<file path="src/rtl/mul_red_pipe_if.sv">
// Operand/result bus of the lane-parallel dual-mode modular multiplier.
// The master drives operand beats; the slave (the multiplier) returns
// reduced products together with handshake and status flags.
interface mul_red_pipe_if #(
   parameter int LANES = 1
);
   logic                  in_valid;
   logic                  in_ready;
   logic [24*LANES-1:0]   A;
   logic [24*LANES-1:0]   w;
   logic                  mode;
   logic [1:0]            sel_a;
   logic                  out_valid;
   logic                  out_mode;
   logic [24*LANES-1:0]   result;
   logic                  busy;

   modport master (
      output in_valid, A, w, mode, sel_a,
      input  in_ready, out_valid, out_mode, result, busy
   );

   modport slave (
      input  in_valid, A, w, mode, sel_a,
      output in_ready, out_valid, out_mode, result, busy
   );
endinterface

</file>
<file path="src/rtl/mul_red_pipe.sv">
// Lane-parallel dual-mode modular multiplier.
// Each 24-bit lane yields either two Kyber products reduced mod KQ or one
// combined Dilithium product reduced mod DQ. A beat moves through four
// register stages (products, shifted sum, reductions, output), so its
// result shows up exactly four cycles after it is accepted. High operand
// halves can be taken from free-running delay lines to line up butterfly
// operands for the four-point NTT/INTT orderings.
module mul_red_pipe #(
   parameter int LANES     = 1,
   parameter int KQ        = 3329,
   parameter int DQ        = 8380417,
   parameter int DLY_LONG  = 7,
   parameter int DLY_SHORT = 1
) (
   input logic           clk,
   input logic           rst,
   mul_red_pipe_if.slave bus
);
   localparam int          LAT  = 4;
   localparam int          CW   = $clog2(LAT + 1);
   localparam logic [23:0] KQ_W = 24'(KQ);
   localparam logic [47:0] DQ_W = 48'(DQ);

   logic [11:0] a_long  [LANES][DLY_LONG];
   logic [11:0] w_long  [LANES][DLY_LONG];
   logic [11:0] a_short [LANES][DLY_SHORT];

   logic [11:0] op_ah [LANES];
   logic [11:0] op_wh [LANES];
   logic [11:0] op_al [LANES];
   logic [11:0] op_wl [LANES];

   logic [23:0] s1_p1 [LANES];
   logic [23:0] s1_p0 [LANES];
   logic [47:0] s2_s  [LANES];
   logic [23:0] s2_p1 [LANES];
   logic [23:0] s2_p0 [LANES];
   logic [23:0] red   [LANES];
   logic [23:0] s3_res[LANES];

   logic [LAT-1:0]      vld;
   logic [LAT-2:0]      tag;
   logic                out_mode_q;
   logic [24*LANES-1:0] out_res;
   logic [CW-1:0]       count;
   logic                conflict;
   logic                ready;
   logic                accept;

   assign accept = bus.in_valid && ready;

   // Alignment delay lines shift every cycle whatever the handshake does
   always_ff @(posedge clk or posedge rst) begin
      if (rst) begin
         for (int i = 0; i < LANES; i++) begin
            for (int j = 0; j < DLY_LONG; j++) begin
               a_long[i][j] <= '0;
               w_long[i][j] <= '0;
            end
            for (int j = 0; j < DLY_SHORT; j++) begin
               a_short[i][j] <= '0;
            end
         end
      end else begin
         for (int i = 0; i < LANES; i++) begin
            a_long[i][0]  <= bus.A[24*i+12 +: 12];
            w_long[i][0]  <= bus.w[24*i+12 +: 12];
            a_short[i][0] <= bus.A[24*i+12 +: 12];
            for (int j = 1; j < DLY_LONG; j++) begin
               a_long[i][j] <= a_long[i][j-1];
               w_long[i][j] <= w_long[i][j-1];
            end
            for (int j = 1; j < DLY_SHORT; j++) begin
               a_short[i][j] <= a_short[i][j-1];
            end
         end
      end
   end

   // Pick direct or delayed high halves according to the ordering in use
   always_comb begin
      for (int i = 0; i < LANES; i++) begin
         op_al[i] = bus.A[24*i +: 12];
         op_wl[i] = bus.w[24*i +: 12];
         op_ah[i] = bus.A[24*i+12 +: 12];
         op_wh[i] = bus.w[24*i+12 +: 12];
         if (bus.sel_a == 2'd1) begin
            op_ah[i] = a_long[i][DLY_LONG-1];
            op_wh[i] = w_long[i][DLY_LONG-1];
         end else if (bus.sel_a == 2'd2) begin
            op_ah[i] = a_short[i][DLY_SHORT-1];
         end
      end
   end

   // Reduce the stage-two values according to the mode tag of that beat
   always_comb begin
      for (int i = 0; i < LANES; i++) begin
         if (tag[1]) begin
            red[i] = {1'b0, 23'(s2_s[i] % DQ_W)};
         end else begin
            red[i] = {12'(s2_p1[i] % KQ_W), 12'(s2_p0[i] % KQ_W)};
         end
      end
   end

   // Datapath stages: products, shifted sum, reductions, held output
   always_ff @(posedge clk or posedge rst) begin
      if (rst) begin
         for (int i = 0; i < LANES; i++) begin
            s1_p1[i]  <= '0;
            s1_p0[i]  <= '0;
            s2_s[i]   <= '0;
            s2_p1[i]  <= '0;
            s2_p0[i]  <= '0;
            s3_res[i] <= '0;
         end
         out_res    <= '0;
         out_mode_q <= 1'b0;
      end else begin
         for (int i = 0; i < LANES; i++) begin
            s1_p1[i]  <= {12'b0, op_ah[i]} * {12'b0, op_wh[i]};
            s1_p0[i]  <= {12'b0, op_al[i]} * {12'b0, op_wl[i]};
            s2_s[i]   <= {s1_p1[i], 24'b0} + {12'b0, s1_p0[i], 12'b0};
            s2_p1[i]  <= s1_p1[i];
            s2_p0[i]  <= s1_p0[i];
            s3_res[i] <= red[i];
         end
         if (vld[LAT-2]) begin
            for (int i = 0; i < LANES; i++) begin
               out_res[24*i +: 24] <= s3_res[i];
            end
            out_mode_q <= tag[LAT-2];
         end
      end
   end

   // Valid bits and mode tags travel alongside the datapath stages
   always_ff @(posedge clk or posedge rst) begin
      if (rst) begin
         vld <= '0;
         tag <= '0;
      end else begin
         vld <= {vld[LAT-2:0], accept};
         tag <= {tag[LAT-3:0], bus.mode};
      end
   end

   // In-flight beat count: up on accept, down when a result leaves
   always_ff @(posedge clk or posedge rst) begin
      if (rst) begin
         count <= '0;
      end else begin
         case ({accept, vld[LAT-1]})
            2'b10:   count <= count + CW'(1);
            2'b01:   count <= count - CW'(1);
            default: count <= count;
         endcase
      end
   end

   // Hold off a beat whose mode differs from anything still in flight
   always_comb begin
      conflict = 1'b0;
      for (int i = 0; i < LAT-1; i++) begin
         if (vld[i] && (tag[i] != bus.mode)) begin
            conflict = 1'b1;
         end
      end
      if (vld[LAT-1] && (out_mode_q != bus.mode)) begin
         conflict = 1'b1;
      end
      ready = !(bus.in_valid && conflict);
   end

   assign bus.in_ready  = ready;
   assign bus.out_valid = vld[LAT-1];
   assign bus.out_mode  = out_mode_q;
   assign bus.result    = out_res;
   assign bus.busy      = (count != '0);
endmodule

</file>
<file path="src/flat_wrapper.sv">
// flat-port wrapper written by rule: the top's interface ports become plain ports
module mul_red_pipe_flat 
#(
   parameter int LANES     = 1,
   parameter int KQ        = 3329,
   parameter int DQ        = 8380417,
   parameter int DLY_LONG  = 7,
   parameter int DLY_SHORT = 1
)
  (clk, rst, bus_in_valid, bus_A, bus_w, bus_mode, bus_sel_a, bus_in_ready, bus_out_valid, bus_out_mode, bus_result, bus_busy);
  mul_red_pipe_if #(.LANES(LANES)) bus_i ();
  input logic clk;
  input logic rst;
  input wire logic [$bits(bus_i.in_valid)-1:0] bus_in_valid;
  input wire logic [$bits(bus_i.A)-1:0] bus_A;
  input wire logic [$bits(bus_i.w)-1:0] bus_w;
  input wire logic [$bits(bus_i.mode)-1:0] bus_mode;
  input wire logic [$bits(bus_i.sel_a)-1:0] bus_sel_a;
  output wire logic [$bits(bus_i.in_ready)-1:0] bus_in_ready;
  output wire logic [$bits(bus_i.out_valid)-1:0] bus_out_valid;
  output wire logic [$bits(bus_i.out_mode)-1:0] bus_out_mode;
  output wire logic [$bits(bus_i.result)-1:0] bus_result;
  output wire logic [$bits(bus_i.busy)-1:0] bus_busy;
  assign bus_i.in_valid = bus_in_valid;
  assign bus_i.A = bus_A;
  assign bus_i.w = bus_w;
  assign bus_i.mode = bus_mode;
  assign bus_i.sel_a = bus_sel_a;
  assign bus_in_ready = bus_i.in_ready;
  assign bus_out_valid = bus_i.out_valid;
  assign bus_out_mode = bus_i.out_mode;
  assign bus_result = bus_i.result;
  assign bus_busy = bus_i.busy;
  mul_red_pipe #(.LANES(LANES), .KQ(KQ), .DQ(DQ), .DLY_LONG(DLY_LONG), .DLY_SHORT(DLY_SHORT)) u_core (.clk(clk), .rst(rst), .bus(bus_i));
endmodule
</file>
<file path="config.mk">
export PLATFORM = sky130hd
export DESIGN_NAME = mul_red_pipe_flat
export DESIGN_NICKNAME = d
export VERILOG_FILES = /design/src/rtl/mul_red_pipe_if.sv /design/src/rtl/mul_red_pipe.sv /design/src/flat_wrapper.sv
export SDC_FILE = /design/constraint.sdc
export NUM_CORES = 2
export LEC_CHECK = 0
export CORE_MARGIN = 2
export CORE_UTILIZATION = 28
export DETAILED_ROUTE_END_ITERATION = 10
export PLACE_DENSITY = 0.41
export SLEW_MARGIN = 10
export SYNTH_ARGS = -nofsm -noshare
export SYNTH_HDL_FRONTEND = slang
export SYNTH_SLANG_ARGS = --single-unit
</file>
<file path="constraint.sdc">
create_clock -name clk -period 37.9 [get_ports clk]
set_input_delay 7.58 -clock clk [delete_from_list [all_inputs] [get_ports clk]]
set_output_delay 7.58 -clock clk [all_outputs]
set_load 0.03 [all_outputs]
</file>
==> results.yml <==
route:
  vias: 50100
  ant_nets: 0
  wl_met1_um: 92400
  drtIter0Drc: 3589
  dr.max_layer_used: "met4"
  drt_first_pass_iters: 6
  avgRoutedWirePerCell_um: 20.7
  wirelength_um: 187000
  wl_met3_um: 7250
  viasPerCell: 5.55
  drc: 0
  wl_met2_um: 84200
critical_path:
  r2r_slack_ps: 2090
  worst_r2r_path_depth: 138
  rr_endpoint: "u_core.s3_res[2]$_DFF_PP0_"
  crit_path_frequent_cell: "ha_1"
  worstSetupPathType: "reg -> reg"
  cpPeakStageDelay_ps: 620
  crit_buf_inv: 16
  required_ps: 38350
  regToRegStartpoint: "u_core.s2_s[28]$_DFF_PP0_"
  crit_family: "simple AND/OR/NAND/NOR gates"
  crit_fanout: 19
  critPathSlowestCell: "or4_4"
  arrival_ps: 36260
  cp-end-kind: "flip-flop"
  critPathLaunchType: "flip-flop"
floorplanning:
  initial_core_util: 0.281
  die_h_um: 429
  dieWidth_um: 429
  io_pins: 82
  core_area_um2: 180000
  dieArea_um2: 184000
  core.rowCount: 156
yosys:
  synth_top_family_by_area: "simple AND/OR/NAND/NOR gates"
  synth.mux.area_fraction: 0.0370
  yosysSeqAreaShare: 0.172
  synth-xor-area-share: 0.0965
  yosysWarningCount: 0
  synth.top_cell.area_share: 0.172
  syn_inst: 6387
  synth_edf_count: 0
  yosys.area.top_type: "dfrtp_1"
  synth_area_leaders: "dfrtp_1 17%, fa_1 8.0%, xnor2_1 6.4%"
  synth_ff_type: "dfrtp_1"
  synthSimpleGateAreaFrac: 0.275
  ys_async_sr_fraction: 1.00
  synth-seq-cells: 347
  syn_nets: 6802
  synth_compound_area_frac: 0.244
  synthAdderAreaFrac: 0.123
  synth_area_um2: 50600
  synth.distinct_cells: 148
  synth_area_per_cell_um2: 7.92
sta:
  slew_headroom: 0.168
  period_share: 0.945
  finalSetupViolCount: 0
  final_hold_viol_count: 0
  worstMarginPinSlew_ps: 1210
  fmax_mhz: 27.9
  holdWs_ps: 319
  fin_crit_ps: 35810
  skew_ps: 52.1
  slew_viol_final: 0
  layout_setup_ws_ps: 2090
clocking:
  cts-root-buf: "clkbuf_16"
  path_clk_slew_ps: 60
  cts_hold_buf: 0
  insertion_delay_ps: 630
  cts_buffers: 42
  htree_levels: 2
  cts.sinks: 347
  max-clock-path-buffers: 3
  cts_tree: "built"
global_routing:
  grt_pass1_wl_um: 293000
  antenna_found_initial: 7
  grt_max_degree: 84
  grt_use_total: 0.196
  grt_pass1_vias: 48900
  gr-total-overflow: 0
place:
  placed_area_um2: 56000
  dp.cells: 8916
  numPortBuffers: 81
  globalplace.congestion: 0.930
  dp_hpwl_um: 152000
  place_ws_ps: -47.3
layout:
  final_area_um2: 58300
  nFillCells: 19200
  fin_cells: 9027
  fin_nets: 7046
  drive_gt1_frac: 0.136
  final_common_cell: "nand2_1"
  mostFrequentLayoutCells: "627 x nand2_1, 483 x nor2_1, 389 x buf_4"
  syn2layout_area_growth_pct: 15.1
worst_hold_path:
  hold_path_class: "reg -> reg"
  hold_end: "u_core.w_long[13]$_DFF_PP0_"
  worstHoldStart: "u_core.w_long[25]$_DFF_PP0_"
  whs_path_depth: 0
run:
  maxCapViolCount: 0
outcome:
  outcome: "completed"
cell usage after synthesis, types with 93 or more instances:
master,n
a21oi_1,292
a31oi_1,99
and2_1,153
and3_1,97
clkbuf_1,174
dfrtp_1,347
fa_1,202
ha_1,159
inv_1,387
mux2i_1,105
nand2_1,629
nand3_1,220
nand4_1,102
nor2_1,485
nor3_1,231
nor4_1,93
o21ai_0,194
or3_1,98
xnor2_1,368
xor2_1,176
cell families (layout without fill, tap and decap cells):
logic type               count (synthesis)  count (layout)
adder cells (fa/ha/maj)                381             381
other                                    0               1
AO/OA/AOI/OAI                         1644            1645
buffers and inverters                  673             941
XOR/XNOR                               551             551
multiplexers                           178             178
AND/OR/NAND/NOR                       2613            2613
flip-flops                             347             347
per-layer routing:
layer / vias up / track usage
met1: 24700 / 0.287
met5: - / 0
met3: 177 / 0.0159
met2: 1224 / 0.316
met4: 0 / 0.0320
li1: 24000 / -
area by class of cell:
cell class,instances,area (µm²),share of cell area
repair buffers,471,3750,0.0644
flip-flops and latches,347,8680,0.149
well taps,2370,2970,0.0509
clock buffers,55,1150,0.0197
diodes,1,2.50,0.0000429
inverters,401,1530,0.0263
multi-input cells,5368,40000,0.687
clock inverters,14,179,0.00307
worst max path at each step:
stage                              startpoint                         end  slack (ps)  depth (start not counted)
floorplan           u_core.s2_s[26]$_DFF_PP0_  u_core.s3_res[3]$_DFF_PP0_          40                        174
finish              u_core.s2_s[28]$_DFF_PP0_  u_core.s3_res[2]$_DFF_PP0_        2090                        138
global placement    u_core.s2_s[30]$_DFF_PP0_  u_core.s3_res[2]$_DFF_PP0_         480                        133
CTS                 u_core.s2_s[30]$_DFF_PP0_  u_core.s3_res[2]$_DFF_PP0_          50                        142
global route        u_core.s2_s[28]$_DFF_PP0_  u_core.s3_res[2]$_DFF_PP0_         -50                        137
detailed placement  u_core.s2_s[30]$_DFF_PP0_  u_core.s3_res[2]$_DFF_PP0_         -50                        138
sequential cells by signal, summed over array words and instances, names as in the netlist:
signal / cells
u_core.a_long: 84
u_core.bus.out_mode: 1
u_core.bus.result: 24
u_core.count: 3
u_core.s1_p0: 24
u_core.s1_p1: 24
u_core.s2_p0: 24
u_core.s2_p1: 24
u_core.s2_s: 24
u_core.s3_res: 24
u_core.tag: 3
u_core.vld: 4
u_core.w_long: 84
through the flow:
step	setup TNS, ps	util
after floorplan	0	-
after global placement	0	0.311
after detailed placement	-47.3	0.311
after CTS	0	0.318
after global routing	-55.7	0.323
final	0	0.323
what timing repair did:
| item | CTS | global route |
|---|---|---|
| pin swaps | 0 | 24 |
| buffers inserted | 0 | 40 |
| endpoints found under the setup margin | 17 | 23 |
| cloned | 0 | 1 |
| resized for setup | 2 | 123 |
Power is left out: the tool's default activity adds up to more than one toggle a clock period on the data nets, which glitch-free logic cannot reach.
